==> config.mk <==
export PLATFORM = sky130hd
export DESIGN_NAME = key_sw_input_ctrl_flat
export DESIGN_NICKNAME = d
export VERILOG_FILES = /design/src/rtl/key_sw_input_ctrl_if.sv /design/src/rtl/key_sw_input_ctrl.sv /design/src/flat_wrapper.sv
export SDC_FILE = /design/constraint.sdc
export NUM_CORES = 1
export LEC_CHECK = 0
export CAP_MARGIN = 5
export CORE_UTILIZATION = 56
export CTS_BUF_LIST = sky130_fd_sc_hd__clkbuf_4 sky130_fd_sc_hd__clkbuf_8
export DETAILED_ROUTE_END_ITERATION = 8
export PLACE_DENSITY_LB_ADDON = 0.3
export SYNTH_ARGS = -nofsm -noshare
export SYNTH_HDL_FRONTEND = slang
export SYNTH_SLANG_ARGS = --single-unit
==> constraint.sdc <==
create_clock -name clk -period 9.35 [get_ports clk]
set_input_delay 0.935 -clock clk [delete_from_list [all_inputs] [get_ports clk]]
set_output_delay 0.935 -clock clk [all_outputs]
set_load 0.02 [all_outputs]
==> src/rtl/key_sw_input_ctrl_if.sv <==
// Register bus between a host (master) and the key/switch input block (slave).
// Single-cycle strobes; rdata is registered inside the slave.
interface key_sw_input_ctrl_if #(
    parameter int DBITS = 32
);
    logic [1:0]       reg_sel;
    logic             rd_en;
    logic             wr_en;
    logic [DBITS-1:0] wdata;
    logic [DBITS-1:0] rdata;

    modport master (
        output reg_sel, rd_en, wr_en, wdata,
        input  rdata
    );

    modport slave (
        input  reg_sel, rd_en, wr_en, wdata,
        output rdata
    );
endinterface

==> src/rtl/key_sw_input_ctrl.sv <==
// Key/switch input controller: 2-flop synchronizers, per-bit debounce,
// change-detect ready/overrun status and a small polled register file.
// Optional interrupt output and ie bits are enabled by defining KEYSW_IRQ_EN.
module key_sw_input_ctrl #(
    parameter int DBITS           = 32,
    parameter int DEBOUNCE_CYCLES = 500000,
    parameter bit KEY_ACTIVE_LOW  = 1'b1
) (
    input  logic       clk,
    input  logic       reset,
    input  logic [3:0] key_raw,
    input  logic [9:0] sw_raw,
    output logic [3:0] key_in,
    output logic [9:0] sw_in,
`ifdef KEYSW_IRQ_EN
    output logic       irq,
`endif
    key_sw_input_ctrl_if.slave bus
);

    localparam int NB = 14;                            // 4 keys + 10 switches
    localparam int CW = $clog2(DEBOUNCE_CYCLES);
    localparam logic [CW-1:0] CNT_LAST = CW'(DEBOUNCE_CYCLES - 1);
    localparam logic [CW-1:0] CNT_ONE  = CW'(1);
    // Raw level of a released key; also the synchronizer reset value.
    localparam logic [3:0] KEY_IDLE = KEY_ACTIVE_LOW ? 4'hF : 4'h0;

    typedef enum logic [1:0] {
        SEL_KDATA = 2'd0,
        SEL_KCTRL = 2'd1,
        SEL_SDATA = 2'd2,
        SEL_SCTRL = 2'd3
    } reg_sel_e;

    typedef struct packed {
        logic ie;
        logic ovr;
        logic rdy;
    } stat_t;

    logic [3:0]    key_s1_q, key_s2_q;
    logic [9:0]    sw_s1_q, sw_s2_q;
    logic [NB-1:0] sync_vec;
    logic [NB-1:0] stable_q, stable_d;
    logic [CW-1:0] cnt_q [NB];
    logic [CW-1:0] cnt_d [NB];
    stat_t         kstat_q, kstat_d, sstat_q, sstat_d;
    logic [DBITS-1:0] rdata_q, rd_mux;
    logic          kchg, schg;
    logic          kread, sread, kctrl_wr, sctrl_wr;
    reg_sel_e      sel;
    logic          unused_wdata;

    // Next status for one group: software clears, then hardware change events win.
    function automatic stat_t stat_next(input stat_t cur, input logic chg,
                                        input logic rd, input logic wr,
                                        input logic [DBITS-1:0] wd);
        stat_t nxt;
        nxt = cur;
        if (wr && !wd[1]) nxt.ovr = 1'b0;
`ifdef KEYSW_IRQ_EN
        if (wr) nxt.ie = wd[8];
`endif
        if (chg && cur.rdy && !rd) nxt.ovr = 1'b1;
        if (chg)     nxt.rdy = 1'b1;
        else if (rd) nxt.rdy = 1'b0;
        return nxt;
    endfunction

    // Control register image: ie at bit 8, overrun at bit 1, ready at bit 0.
    function automatic logic [DBITS-1:0] ctrl_word(input stat_t s);
        logic [DBITS-1:0] w;
        w    = '0;
        w[8] = s.ie;
        w[1] = s.ovr;
        w[0] = s.rdy;
        return w;
    endfunction

    assign sel          = reg_sel_e'(bus.reg_sel);
    assign kread        = bus.rd_en && (sel == SEL_KDATA);
    assign sread        = bus.rd_en && (sel == SEL_SDATA);
    assign kctrl_wr     = bus.wr_en && (sel == SEL_KCTRL);
    assign sctrl_wr     = bus.wr_en && (sel == SEL_SCTRL);
    assign unused_wdata = ^bus.wdata;

    // Keys are flipped to 1 = pressed once they are safely in the clk domain.
    assign sync_vec = {sw_s2_q, key_s2_q ^ KEY_IDLE};

    assign key_in   = stable_q[3:0];
    assign sw_in    = stable_q[13:4];
    assign bus.rdata = rdata_q;

    // Two-flop synchronizers; reset to the released level so nothing looks pressed.
    always_ff @(posedge clk or posedge reset) begin
        if (reset) begin
            key_s1_q <= KEY_IDLE;
            key_s2_q <= KEY_IDLE;
            sw_s1_q  <= '0;
            sw_s2_q  <= '0;
        end else begin
            // NOTE: non-blocking here so s2 takes s1's old value, giving two real stages.
            key_s1_q <= key_raw;
            key_s2_q <= key_s1_q;
            sw_s1_q  <= sw_raw;
            sw_s2_q  <= sw_s1_q;
        end
    end

    // Per-bit debounce: accept a new level only after it has held for the full count.
    always_comb begin
        // NOTE: defaults first so every path assigns every bit and no latch is inferred.
        stable_d = stable_q;
        for (int i = 0; i < NB; i++) begin
            cnt_d[i] = '0;
            if (sync_vec[i] != stable_q[i]) begin
                if (cnt_q[i] == CNT_LAST) stable_d[i] = sync_vec[i];
                else                      cnt_d[i]    = cnt_q[i] + CNT_ONE;
            end
        end
    end

    // Change detect and status next-state for both groups.
    always_comb begin
        kchg    = (stable_d[3:0]  != stable_q[3:0]);
        schg    = (stable_d[13:4] != stable_q[13:4]);
        kstat_d = stat_next(kstat_q, kchg, kread, kctrl_wr, bus.wdata);
        sstat_d = stat_next(sstat_q, schg, sread, sctrl_wr, bus.wdata);
    end

    // Read mux over the current (pre-update) state.
    always_comb begin
        rd_mux = '0;
        case (sel)
            SEL_KDATA: rd_mux[3:0] = key_in;
            SEL_KCTRL: rd_mux      = ctrl_word(kstat_q);
            SEL_SDATA: rd_mux[9:0] = sw_in;
            SEL_SCTRL: rd_mux      = ctrl_word(sstat_q);
            default:   rd_mux      = '0;
        endcase
    end

    // Debounce state, status bits and registered read data.
    always_ff @(posedge clk or posedge reset) begin
        if (reset) begin
            // NOTE: the small counter array is reset too, so a press in progress is dropped.
            stable_q <= '0;
            for (int i = 0; i < NB; i++) cnt_q[i] <= '0;
            kstat_q  <= '0;
            sstat_q  <= '0;
            rdata_q  <= '0;
        end else begin
            stable_q <= stable_d;
            for (int i = 0; i < NB; i++) cnt_q[i] <= cnt_d[i];
            kstat_q  <= kstat_d;
            sstat_q  <= sstat_d;
            if (bus.rd_en) rdata_q <= rd_mux;
        end
    end

`ifdef KEYSW_IRQ_EN
    logic irq_q;

    // Interrupt follows the enabled ready bits one cycle late.
    always_ff @(posedge clk or posedge reset) begin
        if (reset) irq_q <= 1'b0;
        else       irq_q <= (kstat_q.rdy & kstat_q.ie) | (sstat_q.rdy & sstat_q.ie);
    end

    assign irq = irq_q;
`endif

endmodule

==> src/flat_wrapper.sv <==
// flat-port wrapper written by rule: the top's interface ports become plain ports
module key_sw_input_ctrl_flat 
#(
    parameter int DBITS           = 32,
    parameter int DEBOUNCE_CYCLES = 500000,
    parameter bit KEY_ACTIVE_LOW  = 1'b1
)
  (clk, reset, key_raw, sw_raw, key_in, sw_in, bus_reg_sel, bus_rd_en, bus_wr_en, bus_wdata, bus_rdata);
  key_sw_input_ctrl_if #(.DBITS(DBITS)) bus_i ();
  input  logic clk;
  input  logic reset;
  input  logic [3:0] key_raw;
  input  logic [9:0] sw_raw;
  output logic [3:0] key_in;
  output logic [9:0] sw_in;
  input wire logic [$bits(bus_i.reg_sel)-1:0] bus_reg_sel;
  input wire logic [$bits(bus_i.rd_en)-1:0] bus_rd_en;
  input wire logic [$bits(bus_i.wr_en)-1:0] bus_wr_en;
  input wire logic [$bits(bus_i.wdata)-1:0] bus_wdata;
  output wire logic [$bits(bus_i.rdata)-1:0] bus_rdata;
  assign bus_i.reg_sel = bus_reg_sel;
  assign bus_i.rd_en = bus_rd_en;
  assign bus_i.wr_en = bus_wr_en;
  assign bus_i.wdata = bus_wdata;
  assign bus_rdata = bus_i.rdata;
  key_sw_input_ctrl #(.DBITS(DBITS), .DEBOUNCE_CYCLES(DEBOUNCE_CYCLES), .KEY_ACTIVE_LOW(KEY_ACTIVE_LOW)) u_core (.clk(clk), .reset(reset), .key_raw(key_raw), .sw_raw(sw_raw), .key_in(key_in), .sw_in(sw_in), .bus(bus_i));
endmodule
==> run summary <==
The flow ran to the end, but the final reports show violations. The final reports fail on DRC. Maximum clock insertion buffer count: 3. Of all flip-flops after synthesis, the portion carrying an async set or reset was 100.0%.

The number of antenna violations at the first check in global routing was 0. The total count of hold-check failures in the final report was 0; the clock-pin slew of the registers on the worst-case setup and hold paths was 60 ps. TritonCTS built the clock tree. In this run, post-CTS repair resized a total of 0 instances. In the synthesized netlist, the cells that appear most often are sky130_fd_sc_hd__dfrtp_1 (314), sky130_fd_sc_hd__nor2_1 (307), sky130_fd_sc_hd__xor2_1 (145). Summed over all instances, the cell type with the most area after synthesis is sky130_fd_sc_hd__dfrtp_1.

From left edge to right edge, the die measures 165.6 um. The initial utilization of the core area, before any placement, comes to 57.32%. Of all nets on the critical path, the largest fanout is 74. Cells with a size suffix above 1 make up 8.712% of the layout. The final critical path takes up 32.00% of the cycle.

The run gives 7 as the first-pass iteration count of the detailed router. Clock latency on the worst-skew pair, taken at its later pin, is 570 ps. The worst hold path depth works out to 0. The most repeated cell in the gate-level netlist after synthesis was sky130_fd_sc_hd__dfrtp_1. At the worst endpoint, the arrival time is 3560 ps. Entering global routing, the biggest net connects 157 pins. The most frequently used flop master after synthesis was sky130_fd_sc_hd__dfrtp_1.

The repair_antennas step left the layout with diodes totalling 0. The sequential cells in the finished layout cover a total of 8068 um^2. The startpoint type of the worst setup path is an input port. Die outline height: 165.6 um. The vias per cell was 5.325. Setup repair after global routing left no endpoint under its margin. Minimum setup slack among reg-to-reg paths: 7020 ps. The worst register-to-register path ends at u_core.cnt_q[70]$_DFF_PP0_.

The first global-routing pass estimated 46.36 mm of wire. The net count of the finished layout is 1628. The total area inside the core boundary comes to 26130 um^2. The layout has 2078 filler cells.

TritonCTS created 53 clock buffers. The type of element capturing the critical path was an async pin. In the routed design, unresolved DRC markers number 6. The actual transition at the worst max-transition pin came out at 1149 ps. The post-place setup slack was 5629 ps; the number of sinks driven by the clock tree was 322. For the final database, setup skew stands at 25.57 ps. The layout overhead on the synthesized area works out to 12.96%. The reg-to-reg startpoint is u_core.cnt_q[64]$_DFF_PP0_. Measured in cells, the most critical reg-to-reg path has a length of 5.

Power spread over the standard cell area amounts to 174.1 nW/um^2. Global routing used 20.68% of the available tracks. For the worst setup path, the data required time is 9920 ps.

The synthesized area divided by synthesized cell count was 10.04 um^2; the register bit total from synthesis was 322. Of the synthesized area, sequential elements account for 53.86%. For the post-synthesis cell type count, the log shows 51. Summing every instance area after synthesis gives 14980 um^2. Yosys attributes the largest share of cell area to sky130_fd_sc_hd__dfrtp_1 (52%), sky130_fd_sc_hd__xor2_1 (8.5%), sky130_fd_sc_hd__nor2_1 (7.7%).

For the tightest hold margin, the log shows 332.8 ps. Setup violations remaining at the end of the flow were counted as 0. The power after layout is 2.946 mW, and the I/O pin total is 98.

In this run the post-CTS setup repair buffer count came out at 0. The leakage power total was 7.403 nW. During placement, the flow inserted port buffers numbering 44.

The buffer cell driving the clock tree root was sky130_fd_sc_hd__clkbuf_8. Start point of the worst hold path: u_core.sw_s1_q[5]$_DFF_PP0_. In this run the worst hold path is classified as reg -> reg.

The Yosys step of the flow raised 0 warnings. The number of global-route vias before repair is 10289. The number of hold buffers added after CTS was 0. Detailed routing inserted a total of 10342 vias. For the final routed database, the setup TNS stands at 0 ps.

The max-slew violation total from the final report is 0, and the total overflow reported by the global router is 0. The average routed wire per standard cell came out at 13.92 um. Across the run, the number of max-cap violations was 0. The area of the multi-input gates is 6553 um^2. Subtracting the final worst setup slack from the clock period gives 2992 ps.

After legalization and detailed placement, the total HPWL measured 17.91 mm. In the post-route analysis, the smallest setup slack over all paths is 6358 ps. The logs give 0.1668 mV for the maximum vdd drop and 0 for the remaining antenna violation count. Capture endpoint of the worst hold path: u_core.sw_s2_q[5]$_DFF_PP0_. The critical path is of the in -> async type. Routability-driven placement finished with a final weighted congestion of 0.8026. After technology mapping, the gate count stands at 1492. Headroom to the max-slew limit came out at 22.87%. The portion of synthesized cell area occupied by the leading cell type was 52.46%. The post-detailed-routing wire length was 27.03 mm. For the initial DRC count, the log shows 562. The H-tree generated during clock tree synthesis spans 2 levels. The maximum operating frequency is 0.3342 GHz, and the total die area is 27410 um^2. The tools report the floorplan row count as 59. Yosys mapped a number of flops with a built-in enable equal to 0.
worst max path at each step:
| stage | start | end | slack, ps | cells past startpoint |
|---|---|---|---|---|
| final | reset | u_core.bus.rdata[7]$_DFFE_PP0P_ | 6360 | 4 |
| after global routing | reset | u_core.cnt_q[185]$_DFF_PP0_ | 5890 | 4 |
| after CTS | reset | u_core.cnt_q[184]$_DFF_PP0_ | 6220 | 4 |
| after detailed placement | reset | u_core.bus.rdata[7]$_DFFE_PP0P_ | 5630 | 4 |
| after global placement | reset | u_core.cnt_q[54]$_DFF_PP0_ | 5620 | 4 |
| after floorplan | reset | u_core.bus.rdata[0]$_DFFE_PP0P_ | 4130 | 1 |
registers in the layout, indices dropped and copies added (netlist names):
register,cells
u_core.bus.rdata,10
u_core.cnt_q,266
u_core.key_s1_q,4
u_core.key_s2_q,4
u_core.kstat_q,2
u_core.sstat_q,2
u_core.stable_q,14
u_core.sw_s1_q,10
u_core.sw_s2_q,10
report_power, final:
group / internal, mW / leakage (nW) / total, mW / switching [mW]
registers: 1.42 / 4.39 / 1.43 / 0.0174
clock network: 0.850 / 0.673 / 1.41 / 0.565
logic: 0.0272 / 2.34 / 0.0975 / 0.0703
cells in the final DEF (no fill, tap or decap), drive strengths merged, types with 3 or more instances in the layout:
cell             n
or3             17
clkbuf          81
and3            47
clkinv          11
xor2           145
nor4            15
nand4           47
nand2b           9
conb            22
xnor2           97
o21ai           26
ha              14
mux2i            3
dfrtp          314
dfstp            8
bufinv           5
clkdlybuf4s50   44
a21oi           14
nor3            21
nor4bb           7
nand4b           3
and4            16
buf              3
and2            14
o22ai            4
mux2            12
or2              7
nand2          113
nor4b           13
nand3          104
inv             37
nor2b            6
nor2           307
per-layer routing:
| layer | share of wire (%) | global-route usage [%] | vias up |
|---|---|---|---|
| li1 | - | - | 5095 |
| met1 | 46 | 27.78 | 5046 |
| met2 | 48 | 34.11 | 157 |
| met3 | 4.0 | 3.846 | 44 |
| met4 | 1.9 | 6.198 | 0 |
| met5 | 0 | 0 | - |
worst max-delay path, cell delays in order:
cell and delay, ps:
sky130_fd_sc_hd__clkdlybuf4s50_1 440, sky130_fd_sc_hd__clkinvlp_4 640, sky130_fd_sc_hd__buf_4 650, sky130_fd_sc_hd__buf_4 810
cells by family (layout without fill, tap and decap cells):
kind of cell / Yosys count / count (layout) / share of synthesized area [%]
DFF: 322 / 322 / 53.86
buffers and inverters: 89 / 183 / 2.923
and+or+nand+nor: 758 / 758 / 24.63
other: 1 / 22 / 0.02503
xor gates and xnor gates: 242 / 242 / 14.15
AOI/OAI and AO/OA: 49 / 49 / 1.838
muxes: 17 / 17 / 1.403
adders and majority gates: 14 / 14 / 1.169
layout make-up:
cell class                 count  share of cell area (%)
clock buffer                  81                   6.108
timing repair buffer          47                   2.810
multi-input combinational   1102                   38.73
tap                          335                   2.477
clock inverter                19                   1.375
sequential                   322                   47.68
inverter                      36                  0.8208
stage by stage:
step           std cells  utilization [%]  instance area (um^2)
3_5_place_dp        1842            59.90                 15650
4_1_cts             1942            64.75                 16920
3_3_place_gp        1842            59.90                 15650
5_1_grt             1942            64.75                 16920
6_report            1942            64.75                 16920
2_1_floorplan       1513                -                 15060
(Power assumes the default switching activity.)
